$ cat src/rtl/game_flow_ctrl.sv
// Minesweeper game sequencer: start/generate/play flow, press gating with reveal settling,
// fail/victory judgement, flags-left and elapsed-seconds counters.
module game_flow_ctrl #(
  parameter int unsigned         MAP_W       = 8,
  parameter int unsigned         MAP_H       = 8,
  parameter int unsigned         CELL_LEN    = 4,
  parameter logic [CELL_LEN-1:0] MINE_CODE   = 4'hF,
  parameter int unsigned         MINE_NUM    = 10,
  parameter int unsigned         SETTLE_MAX  = 64,
  parameter int unsigned         CLK_PER_SEC = 50_000_000
) (
  input  logic                               clk,
  input  logic                               rst_n,
  input  logic                               start_button_i,
  input  logic                               mid_button_i,
  input  logic                               map_ready_i,
  input  logic [CELL_LEN*MAP_W*MAP_H-1:0]    map_i,
  input  logic [MAP_W*MAP_H-1:0]             map_shown_i,
  input  logic [MAP_W*MAP_H-1:0]             map_flag_i,
  output logic [2:0]                         screen_state_o,
  output logic                               mid_button_o,
  output logic                               busy_o,
  output logic [7:0]                         flags_left_o,
  output logic [9:0]                         time_sec_o
);

  localparam int unsigned Cells = MAP_W * MAP_H;
  localparam int unsigned PopW  = $clog2(Cells + 1);
  localparam int unsigned SetW  = (SETTLE_MAX > 1) ? $clog2(SETTLE_MAX) : 1;
  localparam int unsigned PscW  = (CLK_PER_SEC > 1) ? $clog2(CLK_PER_SEC) : 1;

  localparam logic [PopW-1:0] SafeCells  = PopW'(Cells - MINE_NUM);
  localparam logic [SetW-1:0] SettleLast = SetW'(SETTLE_MAX - 1);
  localparam logic [PscW-1:0] PscLast    = PscW'(CLK_PER_SEC - 1);
  localparam logic [9:0]      SecMax     = 10'd999;

  localparam logic [2:0] GAME_START   = 3'd0;
  localparam logic [2:0] GAME_PLAY    = 3'd1;
  localparam logic [2:0] GAME_VICTORY = 3'd2;
  localparam logic [2:0] GAME_FAIL    = 3'd3;

  typedef enum logic [2:0] {
    StIdle,
    StGen,
    StWait,
    StSettle,
    StCheck,
    StWin,
    StLose
  } state_t;

  state_t state_q, state_d;

  logic [Cells-1:0] shown_q;
  logic             eq_prev_q;
  logic [SetW-1:0]  settle_cnt_q;
  logic [7:0]       flags_q;
  logic [PscW-1:0]  presc_q;
  logic [9:0]       sec_q;

  logic [Cells-1:0] mine_mask;
  logic             shown_eq;
  logic             settled;
  logic             lose;
  logic             win;
  logic             timer_run;
  logic             timer_clr;

  function automatic logic [PopW-1:0] popcount(input logic [Cells-1:0] v);
    logic [PopW-1:0] sum;
    sum = '0;
    for (int unsigned i = 0; i < Cells; i++) begin
      sum = sum + PopW'(v[i]);
    end
    return sum;
  endfunction

  // Parallel mine scan over every cell code.
  always_comb begin
    mine_mask = '0;
    for (int unsigned i = 0; i < Cells; i++) begin
      mine_mask[i] = (map_i[i*CELL_LEN +: CELL_LEN] == MINE_CODE);
    end
  end

  assign lose     = |(mine_mask & map_shown_i);
  assign win      = (popcount(map_shown_i) == SafeCells);
  assign shown_eq = (map_shown_i == shown_q);
  assign settled  = (shown_eq && eq_prev_q) || (settle_cnt_q == SettleLast);

  // State register.
  always_ff @(posedge clk) begin
    if (!rst_n) begin
      state_q <= StIdle;
    end else begin
      state_q <= state_d;
    end
  end

  // Next-state logic.
  always_comb begin
    state_d = state_q;
    unique case (state_q)
      StIdle:   if (start_button_i) state_d = StGen;
      StGen:    if (map_ready_i) state_d = StWait;
      StWait:   if (mid_button_i) state_d = StSettle;
      StSettle: if (settled) state_d = StCheck;
      StCheck: begin
        if (lose) begin
          state_d = StLose;
        end else if (win) begin
          state_d = StWin;
        end else begin
          state_d = StWait;
        end
      end
      StWin:    if (start_button_i) state_d = StGen;
      StLose:   if (start_button_i) state_d = StGen;
      default:  state_d = StIdle;
    endcase
  end

  // Outputs decoded from the current state.
  always_comb begin
    screen_state_o = GAME_START;
    busy_o         = 1'b0;
    mid_button_o   = 1'b0;
    timer_run      = 1'b0;
    timer_clr      = 1'b0;
    unique case (state_q)
      StIdle, StGen: begin
        screen_state_o = GAME_START;
        timer_clr      = 1'b1;
      end
      StWait: begin
        screen_state_o = GAME_PLAY;
        mid_button_o   = mid_button_i;
        timer_run      = 1'b1;
      end
      StSettle, StCheck: begin
        screen_state_o = GAME_PLAY;
        busy_o         = 1'b1;
        timer_run      = 1'b1;
      end
      StWin:   screen_state_o = GAME_VICTORY;
      StLose:  screen_state_o = GAME_FAIL;
      default: screen_state_o = GAME_START;
    endcase
  end

  // Reveal history and settle tracking; the counter never passes SettleLast in SETTLE.
  always_ff @(posedge clk) begin
    if (!rst_n) begin
      shown_q      <= '0;
      eq_prev_q    <= 1'b0;
      settle_cnt_q <= '0;
    end else begin
      shown_q <= map_shown_i;
      if (state_q == StWait && mid_button_i) begin
        eq_prev_q    <= 1'b0;
        settle_cnt_q <= '0;
      end else if (state_q == StSettle) begin
        eq_prev_q    <= shown_eq;
        settle_cnt_q <= settle_cnt_q + 1'b1;
      end
    end
  end

  always_ff @(posedge clk) begin
    if (!rst_n) begin
      flags_q <= 8'(MINE_NUM);
    end else begin
      flags_q <= 8'(MINE_NUM) - 8'(popcount(map_flag_i));
    end
  end

  // Seconds run during play, clear before a game and hold once it is decided.
  always_ff @(posedge clk) begin
    if (!rst_n) begin
      presc_q <= '0;
      sec_q   <= '0;
    end else if (timer_clr) begin
      presc_q <= '0;
      sec_q   <= '0;
    end else if (timer_run) begin
      if (presc_q == PscLast) begin
        presc_q <= '0;
        if (sec_q != SecMax) begin
          sec_q <= sec_q + 10'd1;
        end
      end else begin
        presc_q <= presc_q + 1'b1;
      end
    end
  end

  assign flags_left_o = flags_q;
  assign time_sec_o   = sec_q;

endmodule

$ cat config.mk
export PLATFORM = sky130hd
export DESIGN_NAME = game_flow_ctrl
export DESIGN_NICKNAME = d
export VERILOG_FILES = /design/src/rtl/game_flow_ctrl.sv
export SDC_FILE = /design/constraint.sdc
export NUM_CORES = 1
export LEC_CHECK = 0
export CORE_AREA = 4 4 159 161
export CTS_CLUSTER_SIZE = 16
export DETAILED_ROUTE_END_ITERATION = 8
export DIE_AREA = 0 0 163 165
export GPL_ROUTABILITY_DRIVEN = 0
export PLACE_DENSITY = 0.8
export SLEW_MARGIN = 0
export SYNTH_ARGS = -nofsm -noshare
export SYNTH_HDL_FRONTEND = slang
export SYNTH_SLANG_ARGS = --single-unit
$ cat constraint.sdc
create_clock -name clk -period 9.83 [get_ports clk]
set_input_delay 2.949 -clock clk [delete_from_list [all_inputs] [get_ports clk]]
set_output_delay 2.949 -clock clk [all_outputs]
set_load 0.03 [all_outputs]
# Yosys cells after proc, flatten, opt, wreduce, memory -nomap -nowiden
# Cells that the tools add are included.
# W data, S select, Z words.
[word_totals]
regBits = 118
latch_bits = 0
ram_bits = 0
romBits = 0
output_inout_bits = 23
word_cells = 244
memories = 0
[classes]
add_sub_neg = 130
multipliers = 0
div = 0
magnitude_cmp = 0
n_eq_ne = 79
n_shift = 0
mux = 13
bitwise_logic = 2
n_reduce_logical = 13
[op_table]
columns = ["op", "n"]
rows = [
  ["$add A7 B1 Y7", 114],
  ["$eq A4 B4 Y1 const B", 64],
  ["$and A64 B64 Y64", 1],
  ["$eq A64 B64 Y1", 1],
  ["$reduce_or A64 Y1", 1],
  ["$add A26 B1 Y26 const B", 1],
  ["$eq A26 B26 Y1 const B", 1],
  ["$mux W26", 1],
  ["$mux W3", 6],
  ["$pmux W3 S5", 1],
  ["$add A6 B1 Y7", 2],
  ["$add A5 B1 Y6", 2],
  ["$add A10 B1 Y10 const B", 1],
  ["$add A4 B1 Y5", 2],
  ["$ne A10 B10 Y1 const B", 1],
  ["$eq A3 B3 Y1 const B", 3],
  ["$add A3 B1 Y4", 2],
  ["$reduce_or A2 Y1", 4],
  ["$sub A4 B7 Y8 const A", 1],
  ["$eq A7 B6 Y1 const B", 1],
  ["$add A2 B1 Y3", 2],
  ["$add A6 B1 Y6 const B", 1],
  ["$eq A3 B2 Y1 const B", 2],
  ["$eq A6 B6 Y1 const B", 1],
  ["other kinds (13)", 21],
]

# Logic depth before layout (Yosys ltp)
# Gate-level depths: netlist of the first run.
[depth]
depth_word = 67
ltp_mapped = 24
ltp_nobuf = 24

# Worst setup path after synthesis of the first run
# No wires, ideal clock.
[synth_timing]
path_type = "input to register"
start = "in map_flag_i[31]"
end = "reg flags_q[7] (netlist: flags_left_o[7])"
setup_ps = 116
t_arrival_ps = 8691
required_time_ps = 9714
setup_slack_ps = 1023
path_stages = 19
cell_sequence = "inv_1 > fa_1 > ha_1 > fa_1 > fa_1 > inv_1 > fa_1 > fa_1 > inv_1 > fa_1 > fa_1 > fa_1 > fa_1 > ha_1 > fa_1 > a21o_1 > a21oi_1 > xnor2_1 > nor2_1"
[synth_via]
elab_chain_len = 34
[synth_lines]
columns = ["item", "line", "text"]
rows = [
  ["start: declaration", "19", "input logic [MAP_W*MAP_H-1:0] map_flag_i,"],
  ["$add A7 B1 Y7 (33 in a row)", "73", "sum = sum + PopW'(v[i]);"],
  ["$sub A4 B7 Y8", "173", "flags_q <= 8'(MINE_NUM) - 8'(popcount(map_flag_i));"],
  ["end signal: assignment", "171", "flags_q <= 8'(MINE_NUM);"],
  ["end signal: assignment", "173", ""],
  ["end: declaration", "57", "logic [7:0] flags_q;"],
]
# Every way passes these cells.
# A chain may end at the register's enable or synchronous reset.

# Worst setup path after layout of the first run
[layout_timing]
start = "in map_shown_i[27]"
end = "reg state_q[1]"
[layout_via]
elab_chain_len = 41
elab_cells_between_ends = 48
cone_classes = "37 x add/sub; 3 x eq/ne; 3 x mux; 1 x bitwise; 4 x reduce/logical"
[layout_lines]
columns = ["item", "line", "text"]
rows = [
  ["start: declaration", "18", "input logic [MAP_W*MAP_H-1:0] map_shown_i,"],
  ["$add A7 B1 Y7 (37 in a row)", "73", ""],
  ["$eq A7 B6 Y1", "87", "assign win = (popcount(map_shown_i) == SafeCells);"],
  ["$mux W3", "111", "end else if (win) begin"],
  ["$mux W3", "109", "if (lose) begin"],
  ["$pmux W3 S5", "103", "unique case (state_q)"],
  ["end signal: assignment", "94", "state_q <= StIdle;"],
  ["end signal: assignment", "96", "state_q <= state_d;"],
  ["end: declaration", "52", "state_t state_q, state_d;"],
]
# Several ways; a longest one is shown, not always the timed one.

==> results of run 1 <==
## power groups by stage
| stage | Clock [mW] | Combinational (mW) | Sequential (mW) |
|---|---|---|---|
| after floorplan | 0 | 3.40 | 0.604 |
| after global placement | 0 | 4.31 | 0.592 |
| after detailed placement | 0 | 4.53 | 0.593 |
| after CTS | 0.650 | 4.57 | 0.583 |
| after global routing | 0.670 | 5.26 | 0.587 |
| final | 0.639 | 4.50 | 0.583 |
## flip-flops by register name, summed over array words and instances, names as in the netlist
name and cells:
presc_q 26, settle_cnt_q 6, flags_left_o 8, eq_prev_q 1, state_q 3, time_sec_o 10, shown_q 64
## layer usage
| layer | share of wire | global-route usage |
|---|---|---|
| met5 | 0 | 0 |
| met4 | 0.032 | 0.09035 |
| met3 | 0.091 | 0.06863 |
| met2 | 0.49 | 0.4349 |
| met1 | 0.39 | 0.2837 |
## worst max-delay path: cells and delay by family
family / cells / cell delay [ns]
buf+inv: 7 / 1.10
compound gates: 4 / 0.85
fa+ha+maj: 9 / 4.15
simple gates: 3 / 0.61
## area by class of cell
class                   instances  area, sq um
clock inverters                12        152.6
well taps                     324        405.4
inverters                     240        900.9
diodes                          1        2.502
multi-input cells             722         6479
clock buffers                  20        456.7
fillers                      1994         9055
flip-flops and latches        118         2362
repair buffers                416         4149
## final timing paths
| check | from | to | slack, ns | depth (start not counted) |
|---|---|---|---|---|
| worst max register to register | shown_q[21] | state_q[1] | 7.25 | 7 |
| worst min-delay path | eq_prev_q | eq_prev_q | 0.47 | 2 |
| worst max-delay path | map_shown_i[27] | state_q[1] | 0.44 | 23 |
| worst min register to register | eq_prev_q | eq_prev_q | 0.47 | 2 |
## cells in the mapped netlist (2+ instances only)
master | number | share of area
inv_1 | 239 | 0.091
dfxtp_1 | 118 | 0.24
fa_1 | 109 | 0.22
xor2_1 | 89 | 0.079
nor2_1 | 86 | 0.033
ha_1 | 80 | 0.10
nand3_1 | 78 | 0.040
and3_1 | 70 | 0.045
and2_1 | 37 | 0.024
nand4_1 | 33 | 0.021
nand2_1 | 27 | 0.010
nor4_1 | 24 | 0.015
xnor2_1 | 18 | 0.016
clkbuf_1 | 13 | 0.0050
a21oi_1 | 12 | 0.0061
nand2b_1 | 8 | 0.0051
o21ai_0 | 7 | 0.0036
nor3_1 | 4 | 0.0020
a221oi_1 | 3 | 0.0027
a211oi_1 | 2 | 0.0015
a21o_1 | 2 | 0.0015
and2b_1 | 2 | 0.0015
and4_1 | 2 | 0.0018
buf_4 | 2 | 0.0015
nor2b_1 | 2 | 0.0013
nor3b_1 | 2 | 0.0015
o211ai_1 | 2 | 0.0015
or3_1 | 2 | 0.0013
or4_1 | 2 | 0.0015
## layout by cell type, fill, tap and decap left out, types with 4 or more instances in the layout
| cell type | count |
|---|---|
| a21oi_1 | 12 |
| and2_1 | 37 |
| and3_1 | 70 |
| buf_4 | 6 |
| clkbuf_16 | 17 |
| clkdlybuf4s50_1 | 410 |
| clkinvlp_4 | 4 |
| dfxtp_1 | 118 |
| fa_1 | 109 |
| ha_1 | 80 |
| inv_1 | 239 |
| nand2_1 | 27 |
| nand2b_1 | 8 |
| nand3_1 | 78 |
| nand4_1 | 33 |
| nor2_1 | 86 |
| nor3_1 | 4 |
| nor4_1 | 24 |
| o21ai_0 | 7 |
| xnor2_1 | 18 |
| xor2_1 | 89 |
## logic make-up (layout without fill, tap and decap cells)
| group | count (synthesis) | in the layout | share of synthesized area |
|---|---|---|---|
| xor gates and xnor gates | 107 | 107 | 0.09546 |
| buffers and inverters | 256 | 688 | 0.09941 |
| other | 1 | 2 | 0.0003820 |
| DFF | 118 | 118 | 0.2406 |
| muxes | 1 | 1 | 0.001020 |
| and+or+nand+nor | 389 | 389 | 0.2153 |
| adders and majority gates | 189 | 189 | 0.3242 |
| AOI/OAI and AO/OA | 35 | 35 | 0.02358 |
## through the flow
| step | setup WS, ns | instance area, sq um | utilization | hold slack [ns] |
|---|---|---|---|---|
| finish | 0.4372 | 14910 | 0.6221 | 0.4702 |
| global route | 0.2485 | 14910 | 0.6221 | 0.4940 |
| CTS | 0.4604 | 14910 | 0.6220 | 0.4663 |
| global placement | 0.1987 | 14300 | 0.5966 | 0.4454 |
| floorplan | 1.023 | 9817 | - | 0.4365 |
| detailed placement | 0.02197 | 14300 | 0.5966 | 0.4585 |
==> results.yml, run 1 <==
place:
  place_hpwl_um: 29560
  port_buffers: 410
  dp.cells: 1820
route:
  via_count: 9018
  drtAntennaViolNets: 0
  dr.first_iter.drc_count: 535
  avgViaCountPerCell: 4.867
  first_pass_iters: 4
  drc: 0
  routedWlPerCell_um: 18.22
  routed_wl_um: 33760
setup_path:
  critPathMaxFanout: 3
  max_stage_delay_ns: 0.63
  cp.arrival_ns: 9.67
  worstSetupPathType: "in -> reg"
  critPathRequiredTime_ns: 10.11
  start_kind: "primary input"
  critPathSlowestCell: "clkdlybuf4s50_1"
  end_kind: "flop"
  crit_path_frequent_cell: "fa_1"
  crit_chain: "clkdlybuf4s50_1, inv_1, fa_1, inv_1, fa_1, inv_1, fa_1, inv_1, fa_1, inv_1, fa_1, fa_1, fa_1, fa_1, inv_1, ha_1, a21oi_1, nor2b_1, or4_1, a211oi_1, o2bb2ai_1, a221oi_1, nor2_1"
worst_hold_path:
  hold_class: "reg -> reg"
floorplan:
  coreArea_sq_um: 23960
  io_pins: 412
  fp.dieArea_sq_um: 26900
  fp-row-count: 57
  initial_core_util: 0.4097
  fp.dieW_um: 163
  die_height_um: 165
pwr:
  pwr-share-comb: 0.786
  power_mw: 5.718
  peakVddDrop_mv: 0.8783
  p_sw_mw: 2.577
  internal-power_mw: 3.141
  clockPowerShare: 0.112
  seq_power_share: 0.102
  p_per_area_nw_per_um2: 383.6
  power_leakage_nw: 6.835
  power_switching_share: 0.4507
timing:
  rsz0062_at_grt: "false"
  worst_slew_pin_slew_ns: 1.143
  max_freq_mhz: 106.5
  finalSetupViolCount: 0
  hold_viol_final: 0
  clock_skew_ns: 0.008655
  min_period_ns: 9.393
  period_share: 0.9555
  finalSetupTns_ns: 0
  maxSlewViolCount: 0
  maxSlewHeadroom: 0.2332
clocking:
  clk_pin_slew_worst_paths_ns: 0.06
  clock-sinks: 118
  cts-buffers-inserted: 17
  clk_path_buf_depth: 2
  cts-hold-fix-buffers: 0
  cts_setup_buffers: 0
  cts_max_level: 4
  cts_tree: "done"
  clock-root-buffer: "clkbuf_16"
  cts_resized: 0
  clk_latency_ns: 0.42
global_routing:
  grt_max_degree: 44
  grt_pass1_wl_um: 49800
  grt_pass1_vias: 9612
  track_usage: 0.2455
  grt-ovfl-total: 0
  antenna_found_initial: 1
job:
  cap_violations: 0
synth:
  synth.net_count: 1674
  ys_ff_latch: 118
  synth.distinct_cells: 50
  syn-instance-count: 1096
  synth_ff_type: "dfxtp_1"
  synth.avg_cell_area_sq_um: 8.957
  syn_area_sq_um: 9817
  synthArstFlopShare: 0
  synth_edf_count: 0
  yosysWarnings: 0
  yosysSeqAreaShare: 0.2406
outcome:
  status: "finished clean"
cells_and_area:
  syn2layout_area_growth_pct: 51.86
  drive_gt1_frac: 0.03010
  nets: 2093
  fin_cells: 1853
Power figures use the tool's default switching activity.
==> run 2: changes to the inputs <==
--- a/config.mk
+++ b/config.mk
@@ -5,12 +5,14 @@
 export SDC_FILE = /design/constraint.sdc
 export NUM_CORES = 1
 export LEC_CHECK = 0
-export CORE_AREA = 4 4 159 161
+export ABC_AREA = 1
+export CORE_ASPECT_RATIO = 1.75
+export CORE_MARGIN = 4
+export CORE_UTILIZATION = 45
 export CTS_CLUSTER_SIZE = 16
 export DETAILED_ROUTE_END_ITERATION = 8
-export DIE_AREA = 0 0 163 165
 export GPL_ROUTABILITY_DRIVEN = 0
-export PLACE_DENSITY = 0.8
+export PLACE_DENSITY = 0.83
 export SLEW_MARGIN = 0
 export SYNTH_ARGS = -nofsm -noshare
 export SYNTH_HDL_FRONTEND = slang
==> run 2 against run 1 <==
  * Final area up 6.6%
  * Synthesized cell count up 43%
  * Flip-flop and latch count unchanged
  * Non-clock buffer count down 5
  * Clock skew up 0.0012 ns
  * Critical path depth up 3
  * Largest cell class unchanged
  * First-iteration DRC count down 3.2%
  * Highest routed layer unchanged
  * Die area about the same
  * Power up 3.3%
  * Cell count up 24%
  * Worst setup slack better by 0.34 ns
==> results.yml, run 2 <==
setup_path:
  critPathRequiredTime_ns: 10.14
  end_kind: "flop"
  worstSetupPathType: "in -> reg"
  cp.arrival_ns: 9.36
  critPathMaxFanout: 4
  start_kind: "primary input"
synth:
  synth.area.top_cells: "dfxtp_1 22%, fa_1 20%, inv_1 14%"
  syn-instance-count: 1563
  synth_most_common_cell: "inv_1"
  synth_common_cells: "412 x inv_1, 358 x nand2_1, 202 x nor2_1"
  syn_area_sq_um: 10910
  synth.net_count: 2141
  synth.distinct_cells: 38
  synth_top_area_cell: "dfxtp_1"
  yosysSeqAreaShare: 0.2165
  yosysWarnings: 0
  synth.avg_cell_area_sq_um: 6.981
  synth_top_area_share: 0.2165
  synthArstFlopShare: 0
  synth_edf_count: 0
  synth_ff_type: "dfxtp_1"
  ys_ff_latch: 118
global_routing:
  antenna_found_initial: 1
  grt_pass1_wl_um: 54300
  track_usage: 0.2530
  grt-ovfl-total: 0
  grt_pass1_vias: 11570
  grt_max_degree: 72
cells_and_area:
  fill_cells: 2039
  drive_gt1_frac: 0.03065
  largest-register: "shown_q"
  antenna_cells: 0
  post-route-util: 0.6638
  final_cell_mix: "412 x inv_1, 409 x clkdlybuf4s50_1, 358 x nand2_1"
  final_common_cell: "inv_1"
  nets: 2555
  largest_register_ffs: 64
  syn2layout_area_growth_pct: 45.58
timing:
  finalSetupViolCount: 0
  hold_viol_final: 0
  max_freq_mhz: 110.5
  hold_slack_ns: 0.4636
  rsz0062_at_grt: "false"
  finalSetupTns_ns: 0
  clock_skew_ns: 0.009834
  min_period_ns: 9.048
  worst_slew_pin_slew_ns: 0.8132
  maxSlewViolCount: 0
  maxSlewHeadroom: 0.4579
  period_share: 0.9205
floorplan:
  fp.dieArea_sq_um: 26900
  io_pins: 412
  fp-row-count: 75
  die_height_um: 214.0
  coreArea_sq_um: 23930
  initial_core_util: 0.4560
  fp.dieW_um: 125.7
route:
  drtAntennaViolNets: 0
  drc: 0
  via_count: 10820
  routed_wl_um: 34070
  first_pass_iters: 6
  avgViaCountPerCell: 4.708
  routedWlPerCell_um: 14.83
  dr.first_iter.drc_count: 518
clocking:
  cts_resized: 0
  cts_tree: "done"
  clk_latency_ns: 0.42
  cts-buffers-inserted: 17
  cts-hold-fix-buffers: 0
  clk_pin_slew_worst_paths_ns: 0.06
  clock-sinks: 118
  clk_path_buf_depth: 2
  clock-root-buffer: "clkbuf_16"
  cts_max_level: 4
  cts_setup_buffers: 0
worst_hold_path:
  hold_class: "reg -> reg"
job:
  cap_violations: 0
pwr:
  power_leakage_nw: 7.912
  peakVddDrop_mv: 0.7502
  p_per_area_nw_per_um2: 372.0
place:
  place_hpwl_um: 29780
  port_buffers: 410
outcome:
  status: "finished clean"
[run 2: changes by cell type after synthesis, moves of 17 or more]
cell,before,now
inv_1,239,412
and2_1,37,0
nor2_1,86,202
xor2_1,89,27
and3_1,70,0
nand2_1,27,358
nor4_1,24,7
a21oi_1,12,38
[run 2: kinds of logic (layout without fill, tap and decap cells)]
| family | count (synthesis) | in the layout | share of synthesized area |
|---|---|---|---|
| flip-flops | 118 | 118 | 0.2165 |
| other | 1 | 1 | 0.0003437 |
| adder cells (fa/ha/maj) | 189 | 189 | 0.2917 |
| AO/OA/AOI/OAI | 65 | 65 | 0.03233 |
| XOR/XNOR | 35 | 35 | 0.02809 |
| AND/OR/NAND/NOR | 721 | 721 | 0.2794 |
| buffers and inverters | 434 | 861 | 0.1516 |
[run 2: area by class of cell]
class / instances / area (sq um) / share of cell area
multi-input combinational: 1011 / 6895 / 0.4341
tap: 308 / 385.4 / 0.02426
clock buffer: 19 / 442.9 / 0.02788
inverter: 418 / 1569 / 0.09877
sequential: 118 / 2362 / 0.1487
clock inverter: 13 / 123.9 / 0.007798
timing repair buffer: 411 / 4106 / 0.2585
[run 2: worst max-delay path: stages]
cell and delay, ns:
clkdlybuf4s50_1 0.53, inv_1 0.09, fa_1 0.61, inv_1 0.07, fa_1 0.48, fa_1 0.50, inv_1 0.06, fa_1 0.47
inv_1 0.05, fa_1 0.47, fa_1 0.52, inv_1 0.05, fa_1 0.45, fa_1 0.49, inv_1 0.05, ha_1 0.20
fa_1 0.48, nand3b_1 0.08, nor3_1 0.20, nand4_1 0.13, inv_1 0.08, nand3_1 0.07, nand2_1 0.09, nand2_1 0.05
nor2_1 0.08, nor2_1 0.05
[run 2: per-layer routing]
metal  GRT usage  share of wire  vias to the layer above
li1            -              -                     5452
met1      0.2323           0.33                     4930
met2      0.5125           0.57                      362
met3     0.05539          0.062                       75
met4      0.1107          0.038                        0
met5           0              0                        -
[run 2: path summary, 6_finish.rpt]
check                                       end  slack (ns)  depth (start not counted)            start
worst max register to register    time_sec_o[0]        7.12                          8       presc_q[0]
worst min-delay path            settle_cnt_q[5]        0.46                          2  settle_cnt_q[5]
worst min register to register  settle_cnt_q[5]        0.46                          2  settle_cnt_q[5]
worst max-delay path                 state_q[1]        0.78                         26  map_shown_i[41]
[run 2: report_power, final]
part	internal [mW]	switching [mW]	leakage, nW
Sequential	0.556	0.0220	0.972
Clock	0.357	0.245	0.270
Combinational	2.16	2.57	6.67
[run 2: metrics by stage]
stage,cells,setup slack [ns],power [mW],cell area (sq um)
floorplan,1563,1.130,4.196,10910
global placement,2266,0.3971,5.117,15320
detailed placement,2266,0.3496,5.370,15320
CTS,2298,0.7838,6.018,15890
global route,2298,0.5014,6.773,15890
finish,2298,0.7819,5.909,15890
==> run 3: changes to the inputs <==
--- a/config.mk
+++ b/config.mk
@@ -8,11 +8,12 @@
 export ABC_AREA = 1
 export CORE_ASPECT_RATIO = 1.75
 export CORE_MARGIN = 4
-export CORE_UTILIZATION = 45
+export CORE_UTILIZATION = 46
 export CTS_CLUSTER_SIZE = 16
 export DETAILED_ROUTE_END_ITERATION = 8
 export GPL_ROUTABILITY_DRIVEN = 0
-export PLACE_DENSITY = 0.83
+export PLACE_DENSITY = 0.85
+export SETUP_SLACK_MARGIN = 0.4
 export SLEW_MARGIN = 0
 export SYNTH_ARGS = -nofsm -noshare
 export SYNTH_HDL_FRONTEND = slang
==> run 3 against run 2 <==
  * Register-to-register slack is essentially flat
  * Utilization up 1.9 points
  * Wire length rose by 2.6%
  * Non-clock buffer count up 1
  * Die area decreased by 2.1%
  * Via count is 1.4% higher
  * Critical endpoint unchanged
  * Highest routed layer is now met5
==> results.yml, run 3 (synthesized netlist as in run 2, its figures left out) <==
route:
  route.met3.wl_um: 1984
  drc: 0
  via_count: 10970
  m1WireLength_um: 11710
  drtAntennaViolNets: 0
  dr.first_iter.drc_count: 526
  routedWlPerCell_um: 15.23
  avgViaCountPerCell: 4.782
  routed_wl_um: 34960
  first_pass_iters: 5
  met2_length_um: 19900
  highest_layer: "met5"
global_routing:
  track_usage: 0.2657
  grt-ovfl-total: 0
  grt_max_degree: 72
  grt_pass1_wl_um: 55630
  antenna_found_initial: 2
  grt_pass1_vias: 11660
pwr:
  internal-power_mw: 3.168
  clockPowerShare: 0.106
  pwr-share-comb: 0.800
  power_leakage_nw: 7.932
  power_switching_share: 0.4831
  p_per_area_nw_per_um2: 384.6
  p_sw_mw: 2.961
  peakVddDrop_mv: 0.6515
  seq_power_share: 0.094
timing:
  maxSlewHeadroom: 0.4605
  hold_slack_ns: 0.4698
  worst_slew_pin_slew_ns: 0.8092
  fin_ws_ns: 0.6495
  finalSetupTns_ns: 0
  period_share: 0.9339
  rsz0062_at_grt: "false"
  hold_viol_final: 0
  min_period_ns: 9.180
  clock_skew_ns: 0.01199
  finalSetupViolCount: 0
  max_freq_mhz: 108.9
  maxSlewViolCount: 0
clocking:
  cts_tree: "done"
  cts_max_level: 4
  cts_setup_buffers: 0
  clk_path_buf_depth: 2
  cts-buffers-inserted: 17
  clk_latency_ns: 0.43
  cts_resized: 0
  clk_pin_slew_worst_paths_ns: 0.06
  clock-sinks: 118
  cts-hold-fix-buffers: 0
  clock-root-buffer: "clkbuf_16"
setup_path:
  critPathRequiredTime_ns: 10.15
  regToRegSetupSlack_ns: 7.11
  worstSetupPathType: "in -> reg"
  r2r_start: "presc_q[1]"
  cp.arrival_ns: 9.50
  start_kind: "primary input"
  r2r-end: "time_sec_o[0]"
  r2r_cells: 8
  critPathMaxFanout: 5
  end_kind: "flop"
job:
  cap_violations: 0
outcome:
  status: "finished clean"
cells_and_area:
  drive_gt1_frac: 0.03116
  final_cell_mix: "412 x inv_1, 409 x clkdlybuf4s50_1, 358 x nand2_1"
  syn2layout_area_growth_pct: 46.04
  nets: 2556
  final_common_cell: "inv_1"
  ff_latch_area_sq_um: 2362
  multi_input_area_sq_um: 6895
  largest-register: "shown_q"
  fin_cells: 2295
  post-route-util: 0.6830
  largest_register_ffs: 64
  fill_cells: 1932
floorplan:
  fp-row-count: 74
  die_height_um: 211.7
  initial_core_util: 0.4677
  io_pins: 412
  fp.dieArea_sq_um: 26350
  fp.dieW_um: 124.4
  coreArea_sq_um: 23330
place:
  dp.cells: 2263
  port_buffers: 410
  place_hpwl_um: 30330
  preCtsSetupSlack_ns: 0.2674
worst_hold_path:
  hold_class: "reg -> reg"
  worstHoldEndpoint: "settle_cnt_q[5]"
  holdPathStages: 2
  min-delay-start: "settle_cnt_q[5]"
==> run 3: worst max-delay path: stages <==
cell and delay (ns):
clkdlybuf4s50_1 0.62, fa_1 0.51, fa_1 0.58, inv_1 0.07, fa_1 0.49, inv_1 0.06, fa_1 0.48, inv_1 0.06
fa_1 0.49, inv_1 0.05, fa_1 0.49, inv_1 0.05, fa_1 0.45, fa_1 0.50, inv_1 0.05, ha_1 0.20
fa_1 0.49, nand3b_1 0.08, nor3_1 0.23, nand4_1 0.13, inv_1 0.08, nand3_1 0.08, nand2_1 0.10, nand2_1 0.05
nor2_1 0.10, nor2_1 0.06
==> run 3: power by group through the flow <==
stage          clock network [mW]  registers [mW]  logic, mW
4_1_cts                     0.661           0.578       4.94
3_5_place_dp                    0           0.587       4.88
3_3_place_gp                    0           0.585       4.58
6_report                    0.650           0.578       4.90
5_1_grt                     0.680           0.582       5.72
2_1_floorplan                   0           0.611       3.59
==> run 3: final cells by class <==
type	instances	share of cell area
antenna	1	0.0001570
clock buffer	18	0.02756
clock inverter	13	0.01084
inverter	418	0.09846
multi-input combinational	1011	0.4327
sequential	118	0.1482
tap	304	0.02387
timing repair buffer	412	0.2582
==> run 3: metal layers <==
metal	GRT usage	vias up
met5	0	-
met4	0.1112	2
met3	0.06337	75
met2	0.5381	356
met1	0.2490	5096
li1	-	5445
==> run 3: worst max path at each step <==
| stage | slack, ns | cells past startpoint | startpoint | endpoint |
|---|---|---|---|---|
| 3_3_place_gp | 0.40 | 26 | map_shown_i[41] | state_q[1] |
| 5_1_grt | 0.44 | 26 | map_shown_i[55] | state_q[1] |
| 4_1_cts | 0.69 | 26 | map_shown_i[55] | state_q[1] |
| 6_report | 0.65 | 26 | map_shown_i[55] | state_q[1] |
| 2_1_floorplan | 1.13 | 20 | map_flag_i[31] | flags_left_o[7] |
| 3_5_place_dp | 0.27 | 26 | map_shown_i[55] | state_q[1] |
==> run 3: metrics by stage <==
stage / instance area, sq um / total power, mW
floorplan: 10910 / 4.196
global placement: 15320 / 5.167
detailed placement: 15320 / 5.467
CTS: 15930 / 6.182
global route: 15940 / 6.978
finish: 15940 / 6.129
